--- config.mk ---
export PLATFORM = sky130hd
export DESIGN_NAME = screen_compositor
export DESIGN_NICKNAME = d
export VERILOG_FILES = /design/src/rtl/screen_compositor.sv
export SDC_FILE = /design/constraint.sdc
export NUM_CORES = 1
export LEC_CHECK = 0
export ABC_AREA = 1
export CORE_MARGIN = 4
export CORE_UTILIZATION = 53
export DETAILED_ROUTE_END_ITERATION = 10
export DONT_BUFFER_PORTS = 1
export PLACE_DENSITY = 0.78
export RECOVER_POWER = 100
export SYNTH_ARGS = -nofsm -noshare
export SYNTH_HDL_FRONTEND = slang
export SYNTH_SLANG_ARGS = --single-unit
--- constraint.sdc ---
create_clock -name clk_in -period 7.9 [get_ports clk_in]
set_input_delay 1.185 -clock clk_in [delete_from_list [all_inputs] [get_ports clk_in]]
set_output_delay 1.185 -clock clk_in [all_outputs]
set_load 0.05 [all_outputs]
--- src/rtl/screen_compositor.sv ---
// screen_compositor: picks one of NUM_LAYERS full-screen RGB sources as the
// base picture, crossfades between bases over 2^FADE_LOG2 frames, draws keyed
// overlay layers on top and delays the VGA timing signals to stay aligned.
//
// Ports
//   clk_in, rst_in     pixel clock, synchronous active-high reset
//   frame_trigger_in   one-cycle pulse per frame; the only time sel_in is sampled
//   hsync/vsync/blank  timing in; *_out versions are delayed by 2 cycles
//   layer_rgb_in       packed 4:4:4 sources, layer i at [12*i+11:12*i]
//   sel_in             requested base layer (values >= NUM_LAYERS are ignored)
//   overlay_en_in      per-layer overlay enable (ignored for the current base)
//   key_color_in       transparent colour for overlays
//   rgb_out            composited pixel, forced to 0 while blanked
//   fade_busy_out      high while a crossfade is in progress
module screen_compositor #(
  parameter int unsigned NUM_LAYERS = 4,
  parameter int unsigned FADE_LOG2  = 4,
  localparam int unsigned SEL_W     = $clog2(NUM_LAYERS)
) (
  input  logic                    clk_in,
  input  logic                    rst_in,
  input  logic                    frame_trigger_in,
  input  logic                    hsync_in,
  input  logic                    vsync_in,
  input  logic                    blank_in,
  input  logic [12*NUM_LAYERS-1:0] layer_rgb_in,
  input  logic [SEL_W-1:0]        sel_in,
  input  logic [NUM_LAYERS-1:0]   overlay_en_in,
  input  logic [11:0]             key_color_in,
  output logic [11:0]             rgb_out,
  output logic                    hsync_out,
  output logic                    vsync_out,
  output logic                    blank_out,
  output logic                    fade_busy_out
);

  // k counter width, blend weight width, blend product width
  localparam int unsigned KW = (FADE_LOG2 > 0) ? FADE_LOG2 : 1;
  localparam int unsigned WW = FADE_LOG2 + 1;
  localparam int unsigned PW = 4 + FADE_LOG2 + 1;
  localparam logic [KW-1:0] K_LAST = KW'((1 << FADE_LOG2) - 1);
  localparam logic [WW-1:0] K_FULL = WW'(1 << FADE_LOG2);

  typedef enum logic {
    IDLE   = 1'b0,
    FADING = 1'b1
  } state_e;

  // Selection / fade control state
  state_e            state_q, state_d;
  logic [SEL_W-1:0]  cur_sel_q, cur_sel_d;
  logic [SEL_W-1:0]  from_sel_q, from_sel_d;
  logic [KW-1:0]     k_q, k_d;
  logic              busy_q, busy_d;
  logic              sel_ok;
  logic              sel_new;

  // Stage 1 pipeline
  logic [11:0]       from_pix_q, from_pix_d;
  logic [11:0]       to_pix_q, to_pix_d;
  logic              fade_s1_q;
  logic [KW-1:0]     k_s1_q;
  logic              ovl_hit_q, ovl_hit_d;
  logic [11:0]       ovl_pix_q, ovl_pix_d;
  logic              hs1_q, vs1_q, blank1_q;

  // Stage 2 pipeline
  logic [11:0]       blend_d;
  logic [11:0]       rgb_q, rgb_d;
  logic              hs2_q, vs2_q, blank2_q;

  // Control state register
  always_ff @(posedge clk_in) begin
    if (rst_in) begin
      state_q    <= IDLE;
      cur_sel_q  <= '0;
      from_sel_q <= '0;
      k_q        <= '0;
      busy_q     <= 1'b0;
    end else begin
      state_q    <= state_d;
      cur_sel_q  <= cur_sel_d;
      from_sel_q <= from_sel_d;
      k_q        <= k_d;
      busy_q     <= busy_d;
    end
  end

  // Next-state logic: selection changes only on a frame trigger
  always_comb begin
    state_d    = state_q;
    cur_sel_d  = cur_sel_q;
    from_sel_d = from_sel_q;
    k_d        = k_q;
    sel_ok     = (32'(sel_in) < NUM_LAYERS);
    sel_new    = frame_trigger_in && sel_ok && (sel_in != cur_sel_q);

    case (state_q)
      IDLE: begin
        if (sel_new) begin
          from_sel_d = cur_sel_q;
          cur_sel_d  = sel_in;
          k_d        = '0;
          // Zero-length fade is an instant switch
          if (FADE_LOG2 != 0) state_d = FADING;
        end
      end
      FADING: begin
        if (sel_new) begin
          // New request mid-fade restarts from the current target
          from_sel_d = cur_sel_q;
          cur_sel_d  = sel_in;
          k_d        = '0;
        end else if (frame_trigger_in) begin
          if (k_q == K_LAST) begin
            state_d = IDLE;
            k_d     = '0;
          end else begin
            k_d = k_q + KW'(1);
          end
        end
      end
      default: state_d = IDLE;
    endcase

    busy_d = (state_d == FADING);
  end

  // Stage 1 source pick and overlay search (highest enabled opaque layer wins)
  always_comb begin
    from_pix_d = layer_rgb_in[12*from_sel_q +: 12];
    to_pix_d   = layer_rgb_in[12*cur_sel_q +: 12];
    ovl_hit_d  = 1'b0;
    ovl_pix_d  = '0;
    for (int unsigned i = 0; i < NUM_LAYERS; i++) begin
      if (overlay_en_in[i] && (SEL_W'(i) != cur_sel_q) &&
          (layer_rgb_in[12*i +: 12] != key_color_in)) begin
        ovl_hit_d = 1'b1;
        ovl_pix_d = layer_rgb_in[12*i +: 12];
      end
    end
  end

  always_ff @(posedge clk_in) begin
    if (rst_in) begin
      from_pix_q <= '0;
      to_pix_q   <= '0;
      fade_s1_q  <= 1'b0;
      k_s1_q     <= '0;
      ovl_hit_q  <= 1'b0;
      ovl_pix_q  <= '0;
      hs1_q      <= 1'b0;
      vs1_q      <= 1'b0;
      blank1_q   <= 1'b1;
    end else begin
      from_pix_q <= from_pix_d;
      to_pix_q   <= to_pix_d;
      fade_s1_q  <= (state_q == FADING);
      k_s1_q     <= k_q;
      ovl_hit_q  <= ovl_hit_d;
      ovl_pix_q  <= ovl_pix_d;
      hs1_q      <= hsync_in;
      vs1_q      <= vsync_in;
      blank1_q   <= blank_in;
    end
  end

  // Stage 2 per-channel blend: (from*(2^L-k) + to*k) >> L, truncated
  always_comb begin
    blend_d = '0;
    for (int ch = 0; ch < 3; ch++) begin
      blend_d[4*ch +: 4] = 4'((PW'(from_pix_q[4*ch +: 4]) * PW'(K_FULL - WW'(k_s1_q)) +
                              PW'(to_pix_q[4*ch +: 4]) * PW'(k_s1_q)) >> FADE_LOG2);
    end
  end

  // Stage 2 compose: base, then overlay, then blanking
  always_comb begin
    rgb_d = fade_s1_q ? blend_d : to_pix_q;
    if (ovl_hit_q) rgb_d = ovl_pix_q;
    if (blank1_q)  rgb_d = '0;
  end

  always_ff @(posedge clk_in) begin
    if (rst_in) begin
      rgb_q    <= '0;
      hs2_q    <= 1'b0;
      vs2_q    <= 1'b0;
      blank2_q <= 1'b1;
    end else begin
      rgb_q    <= rgb_d;
      hs2_q    <= hs1_q;
      vs2_q    <= vs1_q;
      blank2_q <= blank1_q;
    end
  end

  assign rgb_out       = rgb_q;
  assign hsync_out     = hs2_q;
  assign vsync_out     = vs2_q;
  assign blank_out     = blank2_q;
  assign fade_busy_out = busy_q;

endmodule
# Word-level counts from Yosys, hierarchy flattened
# Index checks and enable logic that the tools add are counted.
[op_classes] n_addsub=5 mul=8 n_eq_ne=11 shift=2 muxes=22 n_bitwise=1 reduce_logical=12
[op_table] cell="$shiftx 48x7->12" n=2
[op_table] cell="$mux 12" n=6
[op_table] cell="$ne 12x12->1" n=4
[op_table] cell="$add 8x8->8" n=3
[op_table] cell="$mul 4x4->8" n=3
[op_table] cell="$mul 4x9->8" n=2
[op_table] cell="$mux 4" n=4
[op_table] cell="$logic_and 1x1->1" n=9
[op_table] cell="$mul 2x2->4 const A" n=2
[op_table] cell="$mul 5x6->8" n=1
[op_table] cell="$mux 1" n=8
[op_table] cell="$pmux 4 s2" n=1
[op_table] cell="$sub 5x4->6 const A" n=1
[op_table] cell="$add 4x1->4 const B" n=1
[op_table] cell="$eq 4x4->1 const B" n=1
[op_table] cell="$mux 2" n=2
[op_table] cell="$ne 2x2->1 const A" n=2
[op_table] cell="$ne 3x2->1 const B" n=1
[op_table] cell="$ne 1x2->1 const A" n=1
[op_table] cell="$ne 2x2->1" n=1
[op_table] cell="$ne 2x2->1 const B" n=1
[op_table] cell="$pmux 1 s2" n=1
[op_table] cell="$reduce_and 2->1" n=1
[op_table] cell="$reduce_bool 2->1" n=1
[op_table] cell="other kinds (2)" n=2
[word_totals] regBits=69 output_inout_bits=16 elab_cells=78

# Depth between registers and ports, before layout
# Gate-level depths: netlist of run 1.
[logic_depth] word_depth=7 depth_mapped=25 mapped_depth_nobuf=24

# Worst setup path after synthesis of run 1
# OpenSTA, ideal clock, no wires.
[synth_timing] kind="register to register" startpoint="register k_s1_q[0]" endpoint="register rgb_q[7] (netlist: rgb_out[7])" setup_ns=0.120 arrival_time_ns=4.119 t_required_ns=7.780 slack_ns=3.661 path_stages_with_launch=21 n_path_buf=1 synth_period_minus_slack_ns=4.239 path_cell_list="dfxtp_1 buf_4 inv_1 ha_1 xnor2_1 clkinv_1 nor2_1 ha_1 fa_1 fa_1 inv_1 fa_1 inv_1 ha_1 a21oi_1 o21a_1 nand2_1 nand3_1 nand3_1 nand2_1 a21oi_1"
[synth_via] elab_chain_cells=5 elab_cells_between_ends=6 classes_between="2 x add/sub; 2 x mul; 2 x mux"
[synth_rtl] item="start: declaration" line="62" text="logic [KW-1:0] k_s1_q;"
[synth_rtl] item="start signal: assignment" line="159" text="k_s1_q <= k_q;"
[synth_rtl] item="$sub 5x4->6" line="172" text="blend_d[4*ch +: 4] = 4'((PW'(from_pix_q[4*ch +: 4]) * PW'(K_FULL - WW'(k_s1_q)) +"
[synth_rtl] item="$mul 4x9->8" line="172"
[synth_rtl] item="$add 8x8->8 *" line="172"
[synth_rtl] item="$mux 12 *" line="179" text="rgb_d = fade_s1_q ? blend_d : to_pix_q;"
[synth_rtl] item="$mux 12 *" line="180" text="if (ovl_hit_q) rgb_d = ovl_pix_q;"
[synth_rtl] item="end signal: assignment" line="191" text="rgb_q <= rgb_d;"
[synth_rtl] item="end: declaration" line="69" text="logic [11:0] rgb_q, rgb_d;"
# Every way passes the cells marked *; elsewhere a longest branch is shown, timed or not.
# A chain may end at the register's enable or synchronous reset.

# Worst setup path in the final report of run 1
# Same ends and word-level chain as after synthesis.

==> results of run 1 <==
cell usage after synthesis:
library cell / count
sky130_fd_sc_hd__nand2_1: 278
sky130_fd_sc_hd__inv_1: 242
sky130_fd_sc_hd__nor2_1: 87
sky130_fd_sc_hd__dfxtp_1: 69
sky130_fd_sc_hd__a21oi_1: 68
sky130_fd_sc_hd__fa_1: 57
sky130_fd_sc_hd__o21ai_0: 55
sky130_fd_sc_hd__nand3_1: 53
sky130_fd_sc_hd__ha_1: 51
sky130_fd_sc_hd__xnor2_1: 29
sky130_fd_sc_hd__clkbuf_1: 21
sky130_fd_sc_hd__clkinv_1: 13
sky130_fd_sc_hd__a221oi_1: 12
sky130_fd_sc_hd__a21oi_2: 10
sky130_fd_sc_hd__xor2_1: 10
sky130_fd_sc_hd__inv_2: 9
sky130_fd_sc_hd__nand4_1: 9
sky130_fd_sc_hd__buf_6: 5
sky130_fd_sc_hd__nor2_2: 5
sky130_fd_sc_hd__buf_2: 4
sky130_fd_sc_hd__nor3_1: 4
sky130_fd_sc_hd__o22ai_1: 4
sky130_fd_sc_hd__a21o_1: 3
sky130_fd_sc_hd__nand2_2: 3
sky130_fd_sc_hd__nor2_4: 3
sky130_fd_sc_hd__o21a_1: 3
sky130_fd_sc_hd__a211oi_1: 2
sky130_fd_sc_hd__buf_4: 2
sky130_fd_sc_hd__a2111oi_1: 1
sky130_fd_sc_hd__buf_1: 1
sky130_fd_sc_hd__buf_8: 1
sky130_fd_sc_hd__nand2_4: 1
sky130_fd_sc_hd__nand3_2: 1
sky130_fd_sc_hd__nand3_4: 1
sky130_fd_sc_hd__o21ai_1: 1
sky130_fd_sc_hd__or2_2: 1
worst max-delay path, cell delays in order, from the launching register on:
cell and delay (ns):
sky130_fd_sc_hd__dfxtp_1 0.84, sky130_fd_sc_hd__inv_1 0.14, sky130_fd_sc_hd__ha_1 0.26, sky130_fd_sc_hd__xnor2_1 0.24, sky130_fd_sc_hd__clkinv_1 0.35, sky130_fd_sc_hd__nor2_1 0.20
sky130_fd_sc_hd__ha_1 0.27, sky130_fd_sc_hd__fa_1 0.51, sky130_fd_sc_hd__fa_1 0.54, sky130_fd_sc_hd__inv_1 0.05, sky130_fd_sc_hd__fa_1 0.53, sky130_fd_sc_hd__inv_1 0.04
sky130_fd_sc_hd__ha_1 0.35, sky130_fd_sc_hd__a21oi_1 0.18, sky130_fd_sc_hd__o21a_1 0.12, sky130_fd_sc_hd__nand2_1 0.06, sky130_fd_sc_hd__inv_1 0.05, sky130_fd_sc_hd__nand2_1 0.04
sky130_fd_sc_hd__nand3_1 0.06, sky130_fd_sc_hd__nand2_1 0.05, sky130_fd_sc_hd__a21oi_1 0.12
sequential cells by signal, summed over array words and instances, names as in the netlist, 2 cells and up:
name        flops
k_q             4
cur_sel_q       2
rgb_out        12
from_sel_q      2
ovl_pix_q      12
k_s1_q          4
to_pix_q       12
from_pix_q     12
metal layers:
layer	GRT usage, %	vias to the layer above	part of all wire (%)	routed length [um]
li1	-	3353	-	-
met1	31.83	3110	40	7997
met2	39.98	361	45	8927
met3	6.442	59	10	2038
met4	12.11	0	4.4	863
met5	0	-	0	0
worst paths after layout:
check,slack (ns),endpoint,startpoint
worst max-delay path,2.81,rgb_out[7],k_s1_q[0]
worst min-delay path,0.41,vsync_out,vs1_q
worst max register to register,2.81,rgb_out[7],k_s1_q[0]
worst min register to register,0.41,vsync_out,vs1_q
cell families (layout without fill, tap and decap cells):
family,count (synthesis),count (layout),synth area share [%]
xor+xnor,39,39,4.597
compound gates,159,159,12.22
flops,69,69,18.59
buf+inv,298,281,15.88
fa+ha+maj,108,108,23.94
simple gates,446,446,24.77
stage by stage:
stage	hold WS, ns	power [W]	util (%)	setup WS, ns	instances
after floorplan	0.3883	0.0005734	-	3.661	1119
after global placement	0.3909	0.0006156	54.06	3.065	1266
after detailed placement	0.3980	0.0006203	54.06	2.891	1266
after CTS	0.4148	0.001013	56.16	2.859	1282
after global routing	0.4279	0.001058	55.83	2.498	1282
final	0.4137	0.001009	55.83	2.808	1282
power groups by stage:
stage / Clock [W] / Combinational, W / Sequential (W)
after floorplan: 0 / 0.000171 / 0.000402
after global placement: 0 / 0.000197 / 0.000418
after detailed placement: 0 / 0.000201 / 0.000419
after CTS: 0.000399 / 0.000203 / 0.000411
after global routing: 0.000414 / 0.000230 / 0.000415
final: 0.000395 / 0.000202 / 0.000412
final cells by class:
type                       count  area share, %
clock buffer                   9          2.917
multi-input combinational    752          62.50
clock inverter                 7         0.8428
inverter                     264          12.84
timing repair buffer           1        0.09724
tap                          180          2.917
sequential                    69          17.89
==> results list, run 1 <==
- Placement-stage cell area: 7475 um^2
* Startpoint kind of the worst setup timing path: flop
- Die boundary width: between 100 and 150 um
- Longest Clk Path Bufs: 2
- The congestion estimate from routability-driven global placement came to about 0.99.
- Via count of the first global-routing pass: about 6700
* Residual overflow from global routing: 0
- In this run the tool buffered the top-level ports with 0 buffer cells.
- For the finished layout, the period the worst path requires is between 5 and 6 ns.
- Critical path fanouts, max: 22
- CTS built an H-tree with a depth of 3.
- Derived from the worst setup path, the maximum achievable clock frequency is 196.4 MHz.
- Setup TNS Final: 0 ns
- Post-CTS sizing: 0
* Required time at the endpoint of the critical path: ~8.2 ns
- Of the total power, registers draw slightly above 40%.
- The tree is rooted in a sky130_fd_sc_hd__clkbuf_16.
- The total area inside the core boundary comes to roughly 14000 um^2.
- Multi-input gate area: between 4000 and 5000 um^2
- Cells after Synth: between 1000 and 1500
- Cell-internal power: 0.0006638 W
- Once layout is done, the placed cells without fillers occupy between 7000 and 8000 um^2.
* Clock group share of total power: between 30 and 40%
* Synthesized net count: between 1000 and 1500
* Effective utilization at floorplan: between 50 and 60%
- HPWL after detailed placement: 15520 um
- The worst hold path was traced through 2 stages.
- Per report_power, the combinational group accounts for about 20% of the total.
- Maxcap violations: 0
* Slew Limit Fails: 0
- Cell taking the most area after synthesis: sky130_fd_sc_hd__dfxtp_1
* Initial DRT Pass Iterations: 5
- Summed over all cells, the static leakage comes to between 4 and 5 nW.
- Of the synthesized area, sequential elements account for 18.59%.
* Final #Nets: around 1300
- TritonCTS buffer count: 9
- The clock reaches the later pin of the worst-skew pair after 0.34 ns.
- RSZ-0062 raised after global routing: false
- Net switching fraction of the power: about a third
- Class of the tightest hold or removal check: reg -> reg
* Count of fill cells added during filler insertion: between 1000 and 1500
- Post-synth top area share: a little under a fifth
- Post-CTS setup buffer count: 0
* Cell area after synthesis: about 7400 um^2
- Setup violations remaining at the end of the flow were counted as 0.
- In the routed layout, each cell is associated on average with a via count of 5.369.
- Pin placement for this block handled slightly below 90 I/O pins.
- Count of synthesis-stage warnings from yosys: 0
- The final hold violation count was 0.
- Post-detailed-route count of antenna-violating nets: 0
* Largest cells by area after synthesis: sky130_fd_sc_hd__dfxtp_1, sky130_fd_sc_hd__fa_1, sky130_fd_sc_hd__nand2_1
- Summed over all layers, the routed wires come to about 20000 um.
- TritonCTS built the clock tree.
* Final clock period utilization by the worst path: between 60 and 70%
* Starting DRC count in detailed routing: about 430
- Detailed routing inserted a total of ~6900 vias.
* Synthesized area per cell: 6.641 um^2
- The number of different library cells used by synthesis comes to 36.
- In this run, synthesis produced a sequential element count of slightly below 70.
- In this run the core area contains 43 standard-cell rows.
- The repair_antennas step left the layout with diodes totalling 0.
- Arrival time worst endpoint: approximately 5.4 ns
- IR analysis of the VDD net gives a maximum drop of 98.05 uV.
* Sequential cell area in the final layout: 1381 um^2
- Synth-to-layout area growth: 3.889%
- Worst-path clk slew: 0.06 ns
* Slew at the pin closest to its max-slew limit: 1.104 ns
- Number of cell instances on the worst register-to-register path: 20
- Summed over all nets, the switching power comes to roughly 0.00035 W.
- The top cell types in the final layout, fill and taps aside, are sky130_fd_sc_hd__nand2_1, sky130_fd_sc_hd__inv_1, sky130_fd_sc_hd__nor2_1.
* Average wire per cell in the routed design: around 15 um
- Share of post-route cells with drive strength above 1: 3.630%
- Run status: finished, final reports clean
- Crit. End Element: flop
- Wire length of the first global-routing pass: about 33000 um
- Pin count of the biggest net entering global routing: 41
* Overall track demand over capacity in global routing: ~25%
- Measured along the y axis, the die boundary spans between 100 and 150 um.
* Total DRC errors in the routed layout: 0
- Setup clock skew after layout: around 0.008 ns
- Critical path class: reg -> reg
* Relative slew slack: a little over a quarter
- Number of hold-repair buffers added at the cts stage: 0
* Antenna violations before repair: 0
* Die area: around 16000 um^2
- Total power density per cell area: between 100 and 150 nW/um^2
- Leaving out fill and tap cells, the most frequent cell in the layout is sky130_fd_sc_hd__nand2_1.
* Number of sinks driven by the clock tree: just under 70
Power figures use the tool's default switching activity.
==> inputs of run 2 (changes only) <==
clock period = 4.7 ns   (was 7.9 ns; I/O delays follow)
==> run 2 against run 1 <==
  * Final cell count increased by 0.39%
  * Utilization increased by 0.27 points
  * Wire length up 0.14%
  * First-iteration DRC count rose by 6.1%
  * Sequential power up 68%
  * Hold slack lost 0.0096 ns
  * Power rose by 68%
  * Clock-buffer cell count did not move
  * Worst setup slack got worse by 2.5 ns
  * Non-clock buffer count rose by 5
  * Cell area grew 0.49%
==> results list, run 2 (synthesis results as in run 1) <==
- Net switching fraction of the power: 34.22% (was 34.21%)
- The cell depth of the worst flop-to-flop path came to 20 (unchanged).
* Proportion of power drawn by flip-flops and latches: 40.8% (about the same)
* Clock tree root buffer cell: sky130_fd_sc_hd__clkbuf_16 (unchanged)
* Class of the tightest hold or removal check: reg -> reg (unchanged)
* Number of buffers and inverters on the critical path: 4 (was 5)
- The critical path class was reg -> reg (unchanged).
* Final estimated routing congestion in global placement: 0.9688 (was 0.9860)
* Overall track demand over capacity in global routing: 25.40% (was 25.11%)
- Post-CTS setup buffer count: 0 (unchanged)
- The final total negative setup slack came to 0 ns (unchanged).
- Cell-internal power: 0.001115 W (was 0.0006638 W)
- The detailed placer's ending HPWL was 15850 um (was 15520 um).
* Number of rows in the core area: 43 (unchanged)
- The maximum frequency from static timing analysis came to 227.6 MHz (was 196.4 MHz).
- The number of buffers inserted during clock tree synthesis is 9 (unchanged).
- The total I/O pin count was 88 (unchanged).
* Setup clock skew after layout: 0.009936 ns (was 0.007931 ns)
- The area inside the core boundary is 13830 um^2 (unchanged).
- Die outline height: 126.4 um (unchanged)
* Run status: finished, final reports clean (unchanged)
* Largest delay share family, worst path: adder cells (unchanged)
- The relative contribution of combinational cells to total power came to 20.0% (about the same).
- Highest-count cells in the layout ignoring fill and taps: sky130_fd_sc_hd__nand2_1, sky130_fd_sc_hd__inv_1, sky130_fd_sc_hd__nor2_1 (unchanged).
- The global-route wire length before repair was 33110 um (was 32660 um).
- Total Routed Length: 19850 um (was 19830 um)
- Count of cell instances traversed by the critical path: 20 (unchanged)
* Average wire per cell in the routed design: 15.43 um (was 15.47 um)
- Die boundary width: 126.4 um (unchanged)
* Share of post-route cells with drive strength above 1: 4.065% (was 3.630%)
* Via-to-Cell Ratio: 5.322 (was 5.369)
- Initial DRT Pass Iterations: 5 (unchanged)
- The area of combinational cells with multiple inputs was 4827 um^2 (was 4825 um^2).
* Delay of the slowest cell on the worst path: 0.56 ns (was 0.84 ns)
- The post-layout total power came to 0.001695 W (was 0.001009 W).
- Worst Hold Depth: 2 (unchanged)
- Via count of the first global-routing pass: 6751 (was 6719)
* Leading cell type in the layout, fill and taps excluded: sky130_fd_sc_hd__nand2_1 (unchanged)
- Startpoint kind of the worst setup timing path: flop (unchanged)
* Longest Clk Path Bufs: 2 (unchanged)
- Via count: 6850 (was 6883)
- Effective utilization at floorplan: 53.74% (unchanged)
- The largest net degree at the start of global routing is 41 (unchanged).
- The layout overhead on the synthesized area is 4.395% (was 3.889%).
* Worst-path clk slew: 0.07 ns (was 0.06 ns)
- The final hold violation count was 0 (unchanged).
- Number of sinks driven by the clock tree: 69 (unchanged)
- Total DRC errors in the routed layout: 0 (unchanged)
- The clock group share of total power was 39.2% (about the same).
- Final setup viols: 0 (unchanged)
- The count of hold buffers inserted by post-cts repair was 0 (unchanged).
* Crit. End Element: flop (unchanged)
- Post-detailed-route count of antenna-violating nets: 0 (unchanged)
- Final #Nets: 1282 (was 1277)
- Antenna violations before repair: 0 (unchanged)
- The floorplan die area is 15980 um^2 (unchanged).
- Cell with the largest stage delay on the worst path: sky130_fd_sc_hd__fa_1 (was sky130_fd_sc_hd__dfxtp_1)
* Slew Limit Fails: 0 (unchanged)
* Slew at the pin closest to its max-slew limit: 1.070 ns (was 1.104 ns)
* Critical path fanouts, max: 6 (was 22)
- Max VDD drop: 165.8 uV (was 98.05 uV)
- RSZ-0062 raised after global routing: false (unchanged)
- Clk_lat worst skew: 0.34 ns (about the same)
- The number of levels in the clock H-tree was 3 (unchanged).
- Sequential cell area in the final layout: 1381 um^2 (unchanged)
- Arrival time worst endpoint: 4.66 ns (was 5.35 ns)
- The leakage dissipation is 4.230 nW (was 4.203 nW).
- Switching power: 0.0005802 W (was 0.0003452 W)
* Count of fill cells added during filler insertion: 1290 (was 1311)
* Diodes inserted: 0 (unchanged)
- CP cell instances: inv_1, ha_1, nand2_1, nor2_2, nand2_1, fa_1, inv_1, fa_1, fa_1, inv_1, fa_1, inv_1, ha_1, a21oi_1, o21a_1, nand2_1, nand3_1, nand3_1, nand2_1, a21oi_1 (was inv_1, ha_1, xnor2_1, clkinv_1, nor2_1, ha_1, fa_1, fa_1, inv_1, fa_1, inv_1, ha_1, a21oi_1, o21a_1, nand2_1, inv_1, nand2_1, nand3_1, nand2_1, a21oi_1)
* Clock tree from TritonCTS: yes (unchanged)
* Residual overflow from global routing: 0 (unchanged)
- The final period utilization was 93.48% (was 64.45%).
* Maxcap violations: 0 (unchanged)
* Required time at the endpoint of the critical path: 4.96 ns (was 8.16 ns)
- Starting DRC count in detailed routing: 451 (was 425)
- The time the worst path needs with I/O delays and setup is 4.394 ns (was 5.092 ns).
- Relative slew slack: 28.41% (was 26.12%)
- Total power density per cell area: 218.6 nW/um^2 (was 130.7 nW/um^2)
- The count of input and output buffers was 0 (unchanged).
-- run 2: cell count changes in the layout (fill, tap and decap cells not counted), sizes merged --
cell	before	now
buf	1	6
inv	255	256
clkinv	15	14
-- run 2: final timing paths --
path / startpoint / to / slack (ns)
setup / recovery: k_s1_q[0] / rgb_out[11] / 0.31
setup reg to reg: k_s1_q[0] / rgb_out[11] / 0.31
hold / removal: hs1_q / hsync_out / 0.40
hold reg to reg: hs1_q / hsync_out / 0.40
-- run 2: worst reg2reg max path: stages (launching register included) --
cell	delay, ns
sky130_fd_sc_hd__dfxtp_1	0.32
sky130_fd_sc_hd__inv_1	0.08
sky130_fd_sc_hd__ha_1	0.19
sky130_fd_sc_hd__nand2_1	0.07
sky130_fd_sc_hd__nor2_2	0.25
sky130_fd_sc_hd__nand2_1	0.13
sky130_fd_sc_hd__fa_1	0.56
sky130_fd_sc_hd__inv_1	0.06
sky130_fd_sc_hd__fa_1	0.48
sky130_fd_sc_hd__fa_1	0.56
sky130_fd_sc_hd__inv_1	0.06
sky130_fd_sc_hd__fa_1	0.48
sky130_fd_sc_hd__inv_1	0.05
sky130_fd_sc_hd__ha_1	0.35
sky130_fd_sc_hd__a21oi_1	0.09
sky130_fd_sc_hd__o21a_1	0.17
sky130_fd_sc_hd__nand2_1	0.09
sky130_fd_sc_hd__nand3_1	0.08
sky130_fd_sc_hd__nand3_1	0.09
sky130_fd_sc_hd__nand2_1	0.05
sky130_fd_sc_hd__a21oi_1	0.12
-- run 2: layout make-up --
cell class	count	share of cell area [%]
multi-input combinational	752	62.23
clock inverter	7	0.8065
inverter	264	12.77
timing repair buffer	6	0.5806
clock buffer	9	2.903
tap	180	2.903
sequential	69	17.81
-- run 2: layer usage --
layer | routed length (um) | part of all wire, % | global-route usage [%]
met1 | 7868 | 40 | 32.70
met2 | 9183 | 46 | 41.47
met3 | 2125 | 11 | 6.189
met4 | 677 | 3.4 | 9.464
met5 | 0 | 0 | 0
-- run 2: through the flow --
| step | cell area, um^2 | utilization (%) | setup WS [ns] | cells | hold slack (ns) |
|---|---|---|---|---|---|
| finish | 7757 | 56.10 | 0.3064 | 1287 | 0.4041 |
| global placement | 7512 | 54.33 | 0.3322 | 1271 | 0.3910 |
| floorplan | 7431 | - | 0.4610 | 1119 | 0.3883 |
| global route | 7757 | 56.10 | 0.01560 | 1287 | 0.4109 |
| detailed placement | 7512 | 54.33 | 0.2071 | 1271 | 0.3952 |
| CTS | 7800 | 56.41 | 0.1661 | 1287 | 0.4060 |
-- run 2: power by group through the flow --
stage	Clock, W	Sequential, W	Combinational, W
floorplan	0	0.000676	0.000288
global placement	0	0.000702	0.000331
detailed placement	0	0.000703	0.000339
CTS	0.000672	0.000690	0.000341
global route	0.000697	0.000695	0.000390
finish	0.000665	0.000692	0.000339
-- run 2: timing repair --
action | CTS | global route
setup endpoints to repair | 0 | 3
gates resized for setup | 0 | 2
hold endpoints to repair | 0 | 0
